### src/rtl/pipe_pkg.sv
// Shared constants, types and hazard helper for the 5-stage pipeline control.
package pipe_pkg;

  localparam int unsigned REG_W        = 5;
  localparam int unsigned MULT_CYC_DEF = 5;
  localparam int unsigned DIV_CYC_DEF  = 10;
  localparam int unsigned CNT_W_DEF    = 4;

  localparam logic [REG_W-1:0] REG_ZERO = 5'd0;

  localparam logic [1:0] TUSE_NONE    = 2'd3;
  localparam logic [1:0] TNEW_ALU     = 2'd1;
  localparam logic [1:0] TNEW_LOAD    = 2'd2;
  localparam logic [1:0] TNEW_MD_MOVE = 2'd1;

  typedef enum logic {
    MD_IDLE = 1'b0,
    MD_BUSY = 1'b1
  } md_state_e;

  // A source operand hazards when a producer in E or M will not have its
  // result forwardable by the time the consumer in D needs it.
  function automatic logic src_hazard(
    input logic [REG_W-1:0] src,
    input logic [1:0]       tuse,
    input logic [REG_W-1:0] e_wa,
    input logic [1:0]       e_tnew,
    input logic [REG_W-1:0] m_wa,
    input logic [1:0]       m_tnew
  );
    if (src == REG_ZERO || tuse == TUSE_NONE) return 1'b0;
    return ((src == e_wa) && (e_tnew > tuse)) ||
           ((src == m_wa) && (m_tnew > tuse));
  endfunction

endpackage

### src/rtl/md_busy_timer.sv
// Multi-cycle mult/div busy countdown with sticky overlap error flag.
module md_busy_timer
  import pipe_pkg::*;
#(
  parameter int unsigned MULT_CYC = MULT_CYC_DEF,
  parameter int unsigned DIV_CYC  = DIV_CYC_DEF,
  parameter int unsigned CNT_W    = CNT_W_DEF
) (
  input  logic             clk,
  input  logic             reset,
  input  logic             start_i,
  input  logic             div_i,
  input  logic             hold_i,
  output logic             md_busy_o,
  output logic [CNT_W-1:0] md_cnt_o,
  output logic             md_err_o
);

  md_state_e        state_q;
  logic [CNT_W-1:0] cnt_q;
  logic             err_q;

  always_ff @(posedge clk or negedge reset) begin
    if (!reset) begin
      state_q <= MD_IDLE;
      cnt_q   <= '0;
      err_q   <= 1'b0;
    end else begin
      case (state_q)
        MD_IDLE: begin
          // A start during a freeze is retried by the pipeline, so not taken here.
          if (start_i && !hold_i) begin
            state_q <= MD_BUSY;
            cnt_q   <= div_i ? CNT_W'(DIV_CYC) : CNT_W'(MULT_CYC);
          end
        end
        MD_BUSY: begin
          if (start_i) err_q <= 1'b1;
          if (!hold_i) begin
            if (cnt_q == CNT_W'(1)) begin
              state_q <= MD_IDLE;
              cnt_q   <= '0;
            end else begin
              cnt_q <= cnt_q - CNT_W'(1);
            end
          end
        end
        default: begin
          state_q <= MD_IDLE;
          cnt_q   <= '0;
        end
      endcase
    end
  end

  assign md_busy_o = (state_q == MD_BUSY);
  assign md_cnt_o  = cnt_q;
  assign md_err_o  = err_q;

endmodule

### src/rtl/pipe_hazard_ctrl.sv
// Pipeline stall/freeze sequencer: D-stage hazard detect, md busy tracking, stage enables.
module pipe_hazard_ctrl
  import pipe_pkg::*;
#(
  parameter int unsigned MULT_CYC = MULT_CYC_DEF,
  parameter int unsigned DIV_CYC  = DIV_CYC_DEF,
  parameter int unsigned CNT_W    = CNT_W_DEF
) (
  input  logic             clk,
  input  logic             reset,
  input  logic [4:0]       D_rs,
  input  logic [4:0]       D_rt,
  input  logic [1:0]       D_tuse_rs,
  input  logic [1:0]       D_tuse_rt,
  input  logic             D_md,
  input  logic [4:0]       E_wa,
  input  logic [1:0]       E_tnew,
  input  logic [4:0]       M_wa,
  input  logic [1:0]       M_tnew,
  input  logic             E_md_start,
  input  logic             E_md_div,
  input  logic             mem_wait,
  output logic             F_en,
  output logic             D_en,
  output logic             E_en,
  output logic             M_en,
  output logic             W_en,
  output logic             E_flush,
  output logic             md_busy,
  output logic [CNT_W-1:0] md_cnt,
  output logic [31:0]      stall_cnt,
  output logic             md_err
);

  logic        hz_rs, hz_rt, hz_md, stall;
  logic [31:0] stall_cnt_q, stall_cnt_d;

  md_busy_timer #(
    .MULT_CYC (MULT_CYC),
    .DIV_CYC  (DIV_CYC),
    .CNT_W    (CNT_W)
  ) u_md_timer (
    .clk       (clk),
    .reset     (reset),
    .start_i   (E_md_start),
    .div_i     (E_md_div),
    .hold_i    (mem_wait),
    .md_busy_o (md_busy),
    .md_cnt_o  (md_cnt),
    .md_err_o  (md_err)
  );

  assign hz_rs = src_hazard(D_rs, D_tuse_rs, E_wa, E_tnew, M_wa, M_tnew);
  assign hz_rt = src_hazard(D_rt, D_tuse_rt, E_wa, E_tnew, M_wa, M_tnew);
  assign hz_md = D_md && (md_busy || E_md_start);
  assign stall = hz_rs || hz_rt || hz_md;

  // Reset beats freeze beats stall; a stall holds F/D and bubbles into E.
  always_comb begin
    F_en    = 1'b1;
    D_en    = 1'b1;
    E_en    = 1'b1;
    M_en    = 1'b1;
    W_en    = 1'b1;
    E_flush = 1'b0;
    if (!reset || mem_wait) begin
      F_en = 1'b0;
      D_en = 1'b0;
      E_en = 1'b0;
      M_en = 1'b0;
      W_en = 1'b0;
    end else if (stall) begin
      F_en    = 1'b0;
      D_en    = 1'b0;
      E_flush = 1'b1;
    end
  end

  always_comb begin
    stall_cnt_d = stall_cnt_q;
    if (stall && !mem_wait) stall_cnt_d = stall_cnt_q + 32'd1;
  end

  always_ff @(posedge clk or negedge reset) begin
    if (!reset) stall_cnt_q <= '0;
    else        stall_cnt_q <= stall_cnt_d;
  end

  assign stall_cnt = stall_cnt_q;

endmodule

### config.mk
export PLATFORM = sky130hd
export DESIGN_NAME = pipe_hazard_ctrl
export DESIGN_NICKNAME = d
export VERILOG_FILES = /design/src/rtl/pipe_pkg.sv /design/src/rtl/md_busy_timer.sv /design/src/rtl/pipe_hazard_ctrl.sv
export SDC_FILE = /design/constraint.sdc
export NUM_CORES = 1
export LEC_CHECK = 0
export ABC_AREA = 1
export CAP_MARGIN = 20
export CORE_ASPECT_RATIO = 0.7
export CORE_MARGIN = 2
export CORE_UTILIZATION = 45
export CTS_BUF_LIST = sky130_fd_sc_hd__clkbuf_4 sky130_fd_sc_hd__clkbuf_8
export DETAILED_ROUTE_END_ITERATION = 12
export PLACE_DENSITY_LB_ADDON = 0.3
export SLEW_MARGIN = 20
export SYNTH_ARGS = -nofsm -noshare
export SYNTH_HDL_FRONTEND = slang
export SYNTH_SLANG_ARGS = --single-unit
### constraint.sdc
create_clock -name clk -period 2.2 [get_ports clk]
set_clock_uncertainty 0.15 [all_clocks]
set_input_delay 0.22 -clock clk [delete_from_list [all_inputs] [get_ports clk]]
set_output_delay 0.22 -clock clk [all_outputs]
set_load 0.05 [all_outputs]
==> results.md, run 1 <==
- The worst min-delay path category is reg -> reg.
- Post-CTS timing repair inserted 0 buffers for setup.
- For the worst setup path, the data arrival time is 1.74 ns.
- The area of the core is 6660 um^2.
- The TritonCTS clock tree is done.
- The total global routing overflow is 0.
- The sequential element share of the synthesized area is 31.1%.
- Summed over all cells, the static leakage comes to 2.17 nW.
- The post-route netlist has 12.9% of its cells at a drive strength greater than 1.
- The detailed-route DRC error count is 0.
- The biggest area consumer among synthesized cells is dfrtp_1.
- The per-cell routed wire length is 13.7 um.
- The most instantiated flip-flop cell in the synthesis netlist is dfrtp_1.
- The total global routing track utilization is 24.4%.
- When the netlist entered floorplanning its net count stood at 508.
- Headroom to the max-slew limit came out at 62.7%.
- The worst setup path is captured at an output pin.
- The kind of start point of the critical path is an input port.
- In this run the mean area of a mapped cell was 6.60 um^2.
- By count the netlist is led by nand2_1, inv_1, nor2_1.
- The number of clock sinks is 38.
- The number of distinct library cell variants in the gate-level netlist after synthesis is 28.
- In this run, flip-flops and latches consume 35.3% of the power.
- The depth of the CTS H-tree is 2.
- The HPWL reported at the end of detailed placement is 6890 um.
- The average via count per standard cell is 4.94.
- The count of port buffers added during placement is 77.
- In this run the worst path has a maximum fanout of 3.
- Net switching is 43.6% of the power.
- The type of the setup path with the least slack is in -> out.
- By area the synthesized netlist is led by dfrtp_1, nand2_1, xor2_1, nand3_1, inv_1.
- The count of flip-flops with a built-in enable after synthesis is 0.
- The flow ran to the end, and the final reports show no timing, DRC or antenna violations.
- The I/O pin count is 78.
- Along the worst hold path, the cell count comes to 1.
- The slew at the pin with the worst max-slew slack is 0.554 ns.
- In the final layout, the multi-input gates occupy 1930 um^2.
- In this run the horizontal extent of the chip is 102 um.
- The initial utilization of the core area, before any placement, comes to 45.9%.
- The register clock-pin slew on the reported worst setup and hold paths is 0.08 ns.
- In the post-synthesis netlist, the cell with the most instances is nand2_1.
- The share of total power dissipated in combinational logic is 44.5%.
- Of the total power, the clock network draws 20.2%.
- The floorplan step defined a die boundary enclosing 7480 um^2.
- The data required time of the worst path is 1.83 ns.
- The total number of vias is 3150.
- Overall power consumption after layout is estimated at 2.56 mW.
- The net count of the finished layout is 588.
- Setup violations remaining at the end of the flow were counted as 0.
- The number of diodes added for antenna fixing is 0.
- The floorplan has 25 rows.
- The hold violation total from the final report was 0.
- The share of synthesized flip-flops with an asynchronous set or reset is 100%.
- Synthesis produced a netlist whose cell count is 463.
- Final hold analysis gives a worst-case slack of 0.336 ns.
- The die is 72.9 um tall.
- The first global-routing pass estimated 14100 um of wire.
- The first detailed-routing pass ran for 4 iterations.
- The share of synthesized area in the top cell type comes to 31.1%.
- The number of global-route vias before repair was 2891.
- The pin count of the biggest net entering global routing is 39.
- The share of the clock period used by the worst path after layout is 95.9%.
- Counting the buffers created by CTS gives 5.
- The growth of design area from synthesis to finish is 39.2%.
- The total count of max-transition violations in the final report is 0.
- The area of the mapped netlist is 3060 um^2.
- The filler cells instantiated in the layout total 629.
- The upper clock frequency limit is 474 MHz.
- The worst-case IR drop observed on VDD is 0.000772 V.
- The utilization after layout is 63.8%.
- Registers take 952 um^2.
- The number of antenna violations at the first check in global routing is 0.
- The root buffer cell is clkbuf_8.
- The buffer levels on the longest clock path is 2.
- The net switching component of the power is 1.12 mW.
- The clock period could shrink to 2.11 ns.
- Counting flops and latches in the post-synthesis netlist gives 38.
- The post-detailed-route count of antenna-violating nets is 0.
- The count of synthesis-stage warnings from yosys is 0.
- The power per unit of standard cell area is 601 nW/um^2.
- The total internal power is 1.44 mW.
- The cell depth of the worst flop-to-flop path is 9.
- At the later pin of the worst-skew pair, clock insertion delay measures 0.30 ns.
- The DRC marker count from the first detailed-route iteration is 220.
- Routability-driven placement finished with a final weighted congestion of 0.981.
- Max-cap violations in this run came to 0.
- The total wire length after detailed routing is 8740 um.
==> routing by layer <==
| metal | global-route usage [%] | wire length (um) | share of wire [%] | vias up |
|---|---|---|---|---|
| li1 | - | - | - | 1593 |
| met1 | 39.2 | 4410 | 50 | 1453 |
| met2 | 33.7 | 3570 | 41 | 98 |
| met3 | 5.36 | 708 | 8.1 | 6 |
| met4 | 3.56 | 59 | 0.67 | 0 |
| met5 | 0 | 0 | 0 | - |
==> cells by family after synthesis <==
family | synth area share, %
xor+xnor | 10.6
flops | 31.1
compound gates | 3.52
simple gates | 40.0
buf+inv | 10.2
fa+ha+maj | 4.50
==> final cells by class <==
class / instances / share of cell area (%)
Sequential cell: 38 / 22.4
Clock buffer: 6 / 1.94
Clock inverter: 2 / 0.294
Tap cell: 94 / 2.77
Inverter: 58 / 5.59
Timing Repair Buffer: 85 / 21.6
Multi-Input combinational cell: 355 / 45.4
==> repair_timing <==
item / 4_1_cts / 5_1_grt
endpoints found under the hold margin: 38 / 0
pin swaps: 4 / 6
hold buffers: 1 / 0
gates resized for setup: 10 / 47
setup endpoints to repair: 3 / 3
==> registers in the layout (all words and copies together) (netlist names) <==
| register | cells |
|---|---|
| u_md_timer.md_err_o | 1 |
| stall_cnt | 32 |
| u_md_timer.md_busy_o | 1 |
| u_md_timer.md_cnt_o | 4 |
==> placed cells by master, fill, tap and decap left out, drive strengths merged <==
cell           netlist  layout
a22oi                2       2
buf                 10      14
o31ai                2       2
xor2                33      33
clkinvlp             0       1
ha                  11      11
nor2                50      50
clkdlybuf4s50        0      44
o21bai               1       1
dlygate4sd3          0       1
xnor2                4       4
dfrtp               38      38
clkinv               1       2
a21oi                6       6
nand3               43      43
nand2              175     175
nand4                3       3
inv                 57      57
nor3                17      17
o21ai                8       8
dlymetal6s2s         0      18
clkdlybuf4s15        0       2
clkbuf               2      12
==> power by group through the flow <==
stage	sequential, mW	combinational (mW)	clock (mW)
final	0.902	1.14	0.516
after CTS	0.902	1.14	0.529
after floorplan	1.17	0.464	0
after global routing	0.920	1.24	0.549
after detailed placement	0.912	1.13	0
after global placement	0.912	1.10	0
==> stage by stage <==
stage | cells | setup TNS [ns] | area, um^2 | setup slack [ns]
after floorplan | 463 | -0.00712 | 3180 | -0.00712
after global placement | 629 | -7.25 | 4100 | -0.228
after detailed placement | 629 | -8.61 | 4100 | -0.277
after CTS | 638 | 0 | 4200 | 0.0123
after global routing | 638 | -0.00795 | 4250 | -0.00423
final | 638 | 0 | 4250 | 0.0912
==> critical path: stages <==
cell and delay [ns]:
clkdlybuf4s50_1 0.52, inv_2 0.05, nand2_1 0.07, a21oi_2 0.07
nand3_1 0.08, nand2_1 0.07, nand2_2 0.09, nand3_4 0.08
nor3_4 0.30, buf_12 0.18
==> final timing paths <==
check | from | endpoint | slack (ns)
max | M_wa[2] | D_en | 0.09
min | u_md_timer.md_err_o | u_md_timer.md_err_o | 0.34
max reg2reg | stall_cnt[0] | stall_cnt[28] | 0.28
min reg2reg | u_md_timer.md_err_o | u_md_timer.md_err_o | 0.34
max in group asynchronous | reset | u_md_timer.md_busy_o | 1.09
min in group asynchronous | reset | stall_cnt[13] | 0.42
Note: power is estimated with default switching activity, not from simulation.
==> inputs of run 2 (changes only) <==
HOLD_SLACK_MARGIN = 0.05   (was default)
RECOVER_POWER = 50   (was default)
==> results.md, run 2 (synthesis gave the netlist of run 1 again) <==
- The hold violation total from the final report is 0.
- The global-route wire length before repair is 14100 um.
- In this run switching power makes up 43.8% of total power.
- The data arrival time of the worst path is 1.74 ns.
- The net count of the finished layout is 588.
- The detailed-routing iteration count for the pre-antenna-repair pass is 5.
- Timing analysis after detailed placement gives a worst setup slack of -0.277 ns.
- The worst max-slew margin expressed relative to the limit is 36.2%.
- The post-layout worst setup margin is 0.0905 ns.
- The pin count of the biggest net entering global routing is 39.
- The count of port buffers added during placement is 77.
- The growth of design area from synthesis to finish is 38.5%.
- Setup violations remaining at the end of the flow were counted as 0.
- For this run, design rule violations remaining after detail routing come to 0.
- Measured along the x axis, the die boundary spans 102 um.
- The congestion estimate from routability-driven global placement came to 0.981.
- Internal power comes to 1.43 mW.
- The total clock buffers created by CTS is 5.
- The maximum fanout along the worst path is 3.
- The slowest stage of the critical path belongs to the cell clkdlybuf4s50_1.
- The slew at the pin with the worst max-slew slack is 0.957 ns.
- The HPWL after detailed placement is 6890 um.
- Of the total power, combinational logic draws 44.3%.
- Sequential cells account for 35.4% of the total power.
- The min-delay analysis places its worst path in the category reg -> reg.
- The worst setup path is captured at an output pin.
- In the layout the commonest cells are nand2_1, nor2_1, inv_1.
- The total wire length after detailed routing is 8730 um.
- The post-route minimum period is 2.11 ns.
- STA puts the critical path data required time at 1.83 ns.
- The root buffer cell chosen for the clock tree is clkbuf_8.
- In this run, the number of DRC markers left after iteration 0 of detailed routing was 221.
- The most frequent standard cell in the layout excluding fill and tap cells is nand2_1.
- From bottom edge to top edge, the die measures 72.9 um.
- Clock-pin slew was measured on the worst setup and hold paths at 0.08 ns.
- The depth of the CTS H-tree is 2.
- The worst setup path is launched from an input port.
- The die covers 7480 um^2.
- The total global routing overflow is 0.
- In this run the standard cell core region covers 6660 um^2.
- Per report_power, the clock group accounts for 20.3% of the total.
- The per-cell routed wire length is 13.7 um.
- The site row count is 25.
- The number of antenna violations at the first check in global routing is 0.
- Cells with a size suffix above 1 make up 12.5% of the layout.
- The repair_antennas step left the layout with diodes totalling 0.
- The starting density of the core is 45.9%.
- The critical path goes through clkdlybuf4s50_1 > inv_2 > nand2_1 > a21oi_2 > nand3_1 > nand2_1 > nand2_2 > nand3_4 > nor3_4 > buf_12.
- The highest ir drop seen on vdd is 0.000771 V.
- The number of flip-flops under the largest register name is 32.
- TritonCTS built the clock tree.
- The total count of max-transition violations in the final report was 0.
- The upper clock frequency limit is 474 MHz.
- The number of clock sinks is 38.
- The total global routing track utilization is 24.4%.
- The max-cap check violation count is 0.
- The number of global-route vias before repair is 2891.
- The power per unit of standard cell area is 600 nW/um^2.
- The final hold slack is 0.331 ns.
- In this run the remaining antenna-violating nets after routing total 0.
- The most used cell along the critical path is nand2_1.
- The net switching component of the power is 1.11 mW.
- The share of the clock period used by the worst path after layout is 95.9%.
- The type of the setup path with the least slack is in -> out.
- The buffer levels on the longest clock path is 2.
- On the worst path, the slowest cell contributes a delay of 0.52 ns.
- The run finished with clean final reports.
- Across all layers, the routed design uses 3180 vias.
- Using the TritonRoute via totals, the vias-per-cell ratio works out to 4.98.
- The analysis attributes to cell leakage a power of 2.19 nW.
- During I/O placement, the number of pins put on the boundary was 78.
- The clock insertion delay at the later pin of the skew report is 0.30 ns.
-- run 2: layout make-up --
cell class | instances | area [um^2]
sequential | 38 | 951
inverter | 58 | 238
tap | 94 | 118
clock buffer | 6 | 82.6
clock inverter | 2 | 12.5
fill | 632 | 2430
multi-input combinational | 355 | 1930
timing repair buffer | 85 | 901
-- run 2: stage by stage --
stage	std cells	util [%]	power [mW]	cell area, um^2	TNS, ns
CTS	638	63.0	2.57	4200	0
finish	638	63.5	2.54	4230	0
global placement	629	61.5	2.01	4100	-7.25
floorplan	463	-	1.64	3180	-0.00712
detailed placement	629	61.5	2.04	4100	-8.61
global route	638	63.5	2.69	4230	-0.00795
-- run 2: critical path, delay by kind of cell --
family,cells,cell delay [ns]
simple gates,6,0.69
compound gates,1,0.07
buf+inv,3,0.75
-- run 2: power groups by stage --
stage,clock network [mW],logic (mW),registers (mW)
floorplan,0,0.464,1.17
global placement,0,1.10,0.912
detailed placement,0,1.13,0.912
CTS,0.529,1.14,0.902
global route,0.549,1.23,0.918
finish,0.515,1.13,0.899
-- run 2: metal layers --
| layer | vias up | GRT usage, % | routed length [um] |
|---|---|---|---|
| met2 | 94 | 33.7 | 3610 |
| met3 | 6 | 5.36 | 651 |
| met5 | - | 0 | 0 |
| met1 | 1487 | 39.2 | 4410 |
| li1 | 1593 | - | - |
| met4 | 0 | 3.56 | 56 |
-- run 2: path summary, 6_finish.rpt --
kind,slack (ns),start,to,cells past startpoint
max,0.09,M_wa[2],D_en,10
min,0.33,u_md_timer.md_err_o,u_md_timer.md_err_o,1
min in group asynchronous,0.69,reset,stall_cnt[13],3
max reg2reg,0.27,stall_cnt[0],stall_cnt[28],9
min reg2reg,0.33,u_md_timer.md_err_o,u_md_timer.md_err_o,1
max in group asynchronous,0.61,reset,stall_cnt[22],3
-- run 2: what timing repair did --
item,4_1_cts,5_1_grt
hold buffers,1,0
setup endpoints to repair,3,3
setup buffers,0,0
hold endpoints to repair,38,0
gates resized for setup,10,47
pin swaps,4,6
==> RTL edit 1, RTL diff (settings of run 2) <==
`CNT_W_DEF`: 4 -> 6.
--- a/src/rtl/pipe_pkg.sv
+++ b/src/rtl/pipe_pkg.sv
@@ -4,7 +4,7 @@
   localparam int unsigned REG_W        = 5;
   localparam int unsigned MULT_CYC_DEF = 5;
   localparam int unsigned DIV_CYC_DEF  = 10;
-  localparam int unsigned CNT_W_DEF    = 4;
+  localparam int unsigned CNT_W_DEF    = 6;
 
   localparam logic [REG_W-1:0] REG_ZERO = 5'd0;
 
Ports: changed (resized md_cnt); port bits go from 78 to 80. No check against the original RTL was run, so the function may have changed too.
==> RTL edit 1 against run 2 <==
Setup slack worse by 8.5 ps; utilization is 1.3 points higher; total power is 7.5% higher; final area is 3.5% higher; highest routed layer unchanged; area after synthesis is 3.2% higher; sequential cell count is 2 higher; sequential power is 5.1% higher; wire length is 5.8% higher.
==> RTL edit 1: results (changes against run 2) <==
* Post-cts repair resize count at 14 (+4)
* LEAKAGE at 2.31 nW (+5.7%)
* Clock Tree Root: clkbuf_8
* CTS max path bufs at 2 (unchanged)
* Post-CTS Setup Bufs at 2 (+2)
* Asr flop ratio synth at 1.00 (unchanged)
* Vias at 3466 (+9.0%)
* Yosys cell types at 26 (-7.1%)
* Initial antenna violation count at 0 (unchanged)
* Filler Cell Count at 630 (-0.32%)
* DRT iter0 DRCs at 225 (+1.8%)
* Total Routing Usage GR at 0.245 (+0.000441)
* IO Port Bufs at 79 (+2.6%)
* RePlAce Congestion at 0.960 (-2.2%)
* Delay-heaviest family, CP: simple AND/OR/NAND/NOR gates
* Worst Tran Pin Value at 1000 ps (+47.0 ps)
* Crit path largest cell delay at 280 ps (-240 ps)
* Detail Placement HPWL at 7230 um (+5.0%)
* Largest net degree at the start of global routing at 41 (+5.1%)
* Worst VDD drop at 0.541 mV (-30%)
* Top cells by count, synth: nand2_1, inv_1, nor2_1
* Cells after DPL at 660 (+4.9%)
* Mean Syn Cell Area at 6.44 um2 (-2.5%)
* Post-DR vias/cell at 5.16 (+3.5%)
* Synth top area cells: dfrtp_1, nand2_1, inv_1
* CTS H-Tree Depth at 2 (unchanged)
* Number of global-route vias before repair at 3226 (+12%)
* Max FO, Critical Path at 3 (unchanged)
* CTS Hold Bufs at 1 (unchanged)
* First-pass GRT wire length at 15300 um (+8.6%)
* Total CTS buffers at 5 (unchanged)
* Post-Syn Nets at 535 (+5.3%)
* DRT Wirelength at 9230 um (+5.8%)
* Status: completed
* Sequential share of the synthesized area at 0.317 (+0.00611)
* CP max-delay cell: nor3_4
* Nets at 622 (+5.8%)
* Share of cells above drive strength 1 at 0.112 (-0.0125)
==> RTL edit 1: worst paths after layout <==
path                                startpoint                endpoint  slack, ps  cells past startpoint
max                                  M_tnew[0]                    F_en         80                     12
max reg2reg                       stall_cnt[1]           stall_cnt[30]        260                      9
min in group asynchronous                reset  u_md_timer.md_cnt_o[4]        600                      3
min reg2reg                u_md_timer.md_err_o     u_md_timer.md_err_o        340                      1
max in group asynchronous                reset            stall_cnt[7]        680                      3
min                        u_md_timer.md_err_o     u_md_timer.md_err_o        340                      1
==> RTL edit 1: layer usage <==
layer / GRT usage / share of wire / vias up
li1: - / - / 1694
met1: 0.372 / 0.52 / 1627
met2: 0.369 / 0.41 / 131
met3: 0.0342 / 0.058 / 14
met4: 0.0601 / 0.015 / 0
met5: 0 / 0 / -
==> RTL edit 1: per-stage QoR <==
stage          instance area (um2)  setup slack (ps)
6_report                      4380              82.1
5_1_grt                       4380              5.93
4_1_cts                       4380             0.607
3_5_place_dp                  4240              -293
3_3_place_gp                  4240              -247
2_1_floorplan                 3270             -11.9
==> RTL edit 1: cells by family (layout without fill, tap and decap cells) <==
group,Yosys count,count (layout),synth area share
AO/OA/AOI/OAI,18,18,0.0325
flip-flops,40,40,0.317
XOR/XNOR,35,35,0.0972
adder cells (fa/ha/maj),11,11,0.0436
buffers and inverters,74,162,0.0944
AND/OR/NAND/NOR,312,312,0.415
==> RTL edit 1: final cells by class <==
class | count | share of cell area
multi-input combinational | 376 | 0.452
sequential | 40 | 0.228
timing repair buffer | 93 | 0.214
inverter | 61 | 0.0557
tap | 94 | 0.0268
clock buffer | 7 | 0.0206
clock inverter | 1 | 0.00171
==> RTL edit 1: power breakdown <==
part	switching, mW	internal [mW]
combinational	0.813	0.435
sequential	0.119	0.826
clock	0.269	0.268
total	1.20	1.53
==> RTL edit 2, RTL diff (flow settings as in run 2) <==
Made on the original files. Add an input register stage for `E_md_div`, without a reset; this delays it by one clock. The other inputs are not delayed to match.
--- a/src/rtl/pipe_hazard_ctrl.sv
+++ b/src/rtl/pipe_hazard_ctrl.sv
@@ -32,6 +32,12 @@
   output logic             md_err
 );
 
+  logic E_md_div_q;
+
+  always_ff @(posedge clk) begin
+    E_md_div_q <= E_md_div;
+  end
+
   logic        hz_rs, hz_rt, hz_md, stall;
   logic [31:0] stall_cnt_q, stall_cnt_d;
 
@@ -43,7 +49,7 @@
     .clk       (clk),
     .reset     (reset),
     .start_i   (E_md_start),
-    .div_i     (E_md_div),
+    .div_i     (E_md_div_q),
     .hold_i    (mem_wait),
     .md_busy_o (md_busy),
     .md_cnt_o  (md_cnt),
Formal check against the unedited RTL: not equivalent (Yosys sat finds a counterexample within 4 cycles, from zero or initial values and one cycle with reset low).
==> RTL edit 2 against run 2 <==
Wire length is 2.7% lower; sequential share of layout area is 0.15 points higher; synthesized cell count is 0.22% higher; setup slack worse by 19 ps; critical endpoint is now E_flush; highest routed layer unchanged; final area is 1.4% higher; total power is 4.3% higher; count of clock-buffer cells in the layout is 1 lower; via count is 0.88% lower; area after synthesis is 0.66% higher; clock power is 18% higher; worst hold slack worse by 11 ps; sequential cell count is 1 higher.
==> RTL edit 2: results (changes against run 2) <==
* Status: completed
* Detail Placement HPWL at 6760 um (-1.9%)
* RePlAce Congestion at 0.945 (-3.6%)
* N_diodes at 0 (unchanged)
* Largest net degree at the start of global routing at 39 (unchanged)
* WL/cell at 13.2 um (-3.4%)
* Number of global-route vias before repair at 2869 (-0.76%)
* Clock latency at the later pin of the worst-skew pair at 300 ps (about the same)
* HP Class: in -> reg
* Cells after DPL at 633 (+0.64%)
* Max FO, Critical Path at 3 (unchanged)
* Worst Tran Pin Value at 954 ps (-3.14 ps)
* LEAKAGE at 2.21 nW (+1.1%)
* Final Instance Count excl. Fillers at 643 (+0.78%)
* Total Routing Usage GR at 0.239 (-0.00551)
* Synth top area cells: dfrtp_1, nand2_1, xor2_1
* First-pass GRT wire length at 14000 um (-1.0%)
* Sequential share of the synthesized area at 0.316 (+0.00448)
* Share of cells above drive strength 1 at 0.133 (+0.00797)
* CTS H-Tree Depth at 2 (unchanged)
* Worst VDD drop at 0.693 mV (-10%)
* Yosys cell types at 29 (+3.6%)
* CP max-delay cell: clkdlybuf4s50_1
* Tcrit/Tclk final at 0.967 (+0.00862)
* Nets at 593 (+0.85%)
* Worst Path Arrival at 1760 ps (+20 ps)
* Pre-antenna DRT Iters at 4 (-1)
* DRT iter0 DRCs at 205 (-7.2%)
* Asr flop ratio synth at 0.974 (-0.0256)
* Mean Syn Cell Area at 6.63 um2 (+0.44%)
* Clock Pin Slew Worst Setup and Hold Paths at 80 ps (about the same)
* Post-DR vias/cell at 4.90 (-1.7%)
* Post-Syn Nets at 509 (+0.20%)
* Initial antenna violation count at 0 (unchanged)
* Max reg flops at 32 (unchanged)
* Total CTS buffers at 5 (unchanged)
* Filler Cell Count at 658 (+4.1%)
* DP Worst Slack at -426 ps (-150 ps)
* Crit path largest cell delay at 500 ps (-20 ps)
-- RTL edit 2: cell count changes after synthesis --
cell	change
dfxtp_1	+1
-- RTL edit 2: worst paths after layout --
check                                    startpoint                  end  slack, ps  depth (start not counted)
worst min-delay path                       E_md_div           E_md_div_q        320                          1
worst max register to register         stall_cnt[0]        stall_cnt[28]        270                          9
max in group asynchronous                     reset        stall_cnt[28]        720                          3
worst max-delay path                        M_wa[2]              E_flush         70                         13
min in group asynchronous                     reset        stall_cnt[14]        590                          3
worst min register to register  u_md_timer.md_err_o  u_md_timer.md_err_o        330                          1
-- RTL edit 2: critical path: cells and delay by family --
| kind | cells | cell delay, ps |
|---|---|---|
| buffers and inverters | 5 | 900 |
| and+or+nand+nor | 8 | 630 |
-- RTL edit 2: where the power goes --
part | switching [mW] | internal [mW] | leakage, nW | total (mW)
clock network | 0.269 | 0.338 | 0.0581 | 0.607
logic | 0.725 | 0.398 | 1.63 | 1.12
registers | 0.121 | 0.798 | 0.518 | 0.919
-- RTL edit 2: kinds of logic after synthesis --
group | count (synthesis) | synth area share
simple gates | 288 | 0.398
buf+inv | 70 | 0.101
flops | 39 | 0.316
xor+xnor | 37 | 0.105
compound gates | 19 | 0.0350
fa+ha+maj | 11 | 0.0448
-- RTL edit 2: cell type report --
cell class              count  area share
clock buffers               5      0.0160
clock inverters             3      0.0102
inverters                  58      0.0554
multi-input cells         355       0.449
flip-flops and latches     39       0.226
well taps                  94      0.0274
repair buffers             89       0.216
-- RTL edit 2: per-layer routing --
layer	part of all wire	vias up	track usage
li1	-	1606	-
met1	0.53	1448	0.392
met2	0.41	94	0.326
met3	0.055	4	0.0374
met4	0.0045	0	0.0439
met5	0	-	0
-- RTL edit 2: per-stage QoR --
step / area (um2) / hold slack (ps)
2_1_floorplan: 3200 / -226
3_3_place_gp: 4130 / 179
3_5_place_dp: 4130 / 179
4_1_cts: 4260 / 213
5_1_grt: 4290 / 327
6_report: 4290 / 320
-- RTL edit 2: repair_timing --
action,in CTS,in global routing
gates resized for setup,15,47
hold buffers,1,0
setup endpoints to repair,35,35
hold endpoints to repair,38,0
pin swaps,3,10
setup buffers,1,0
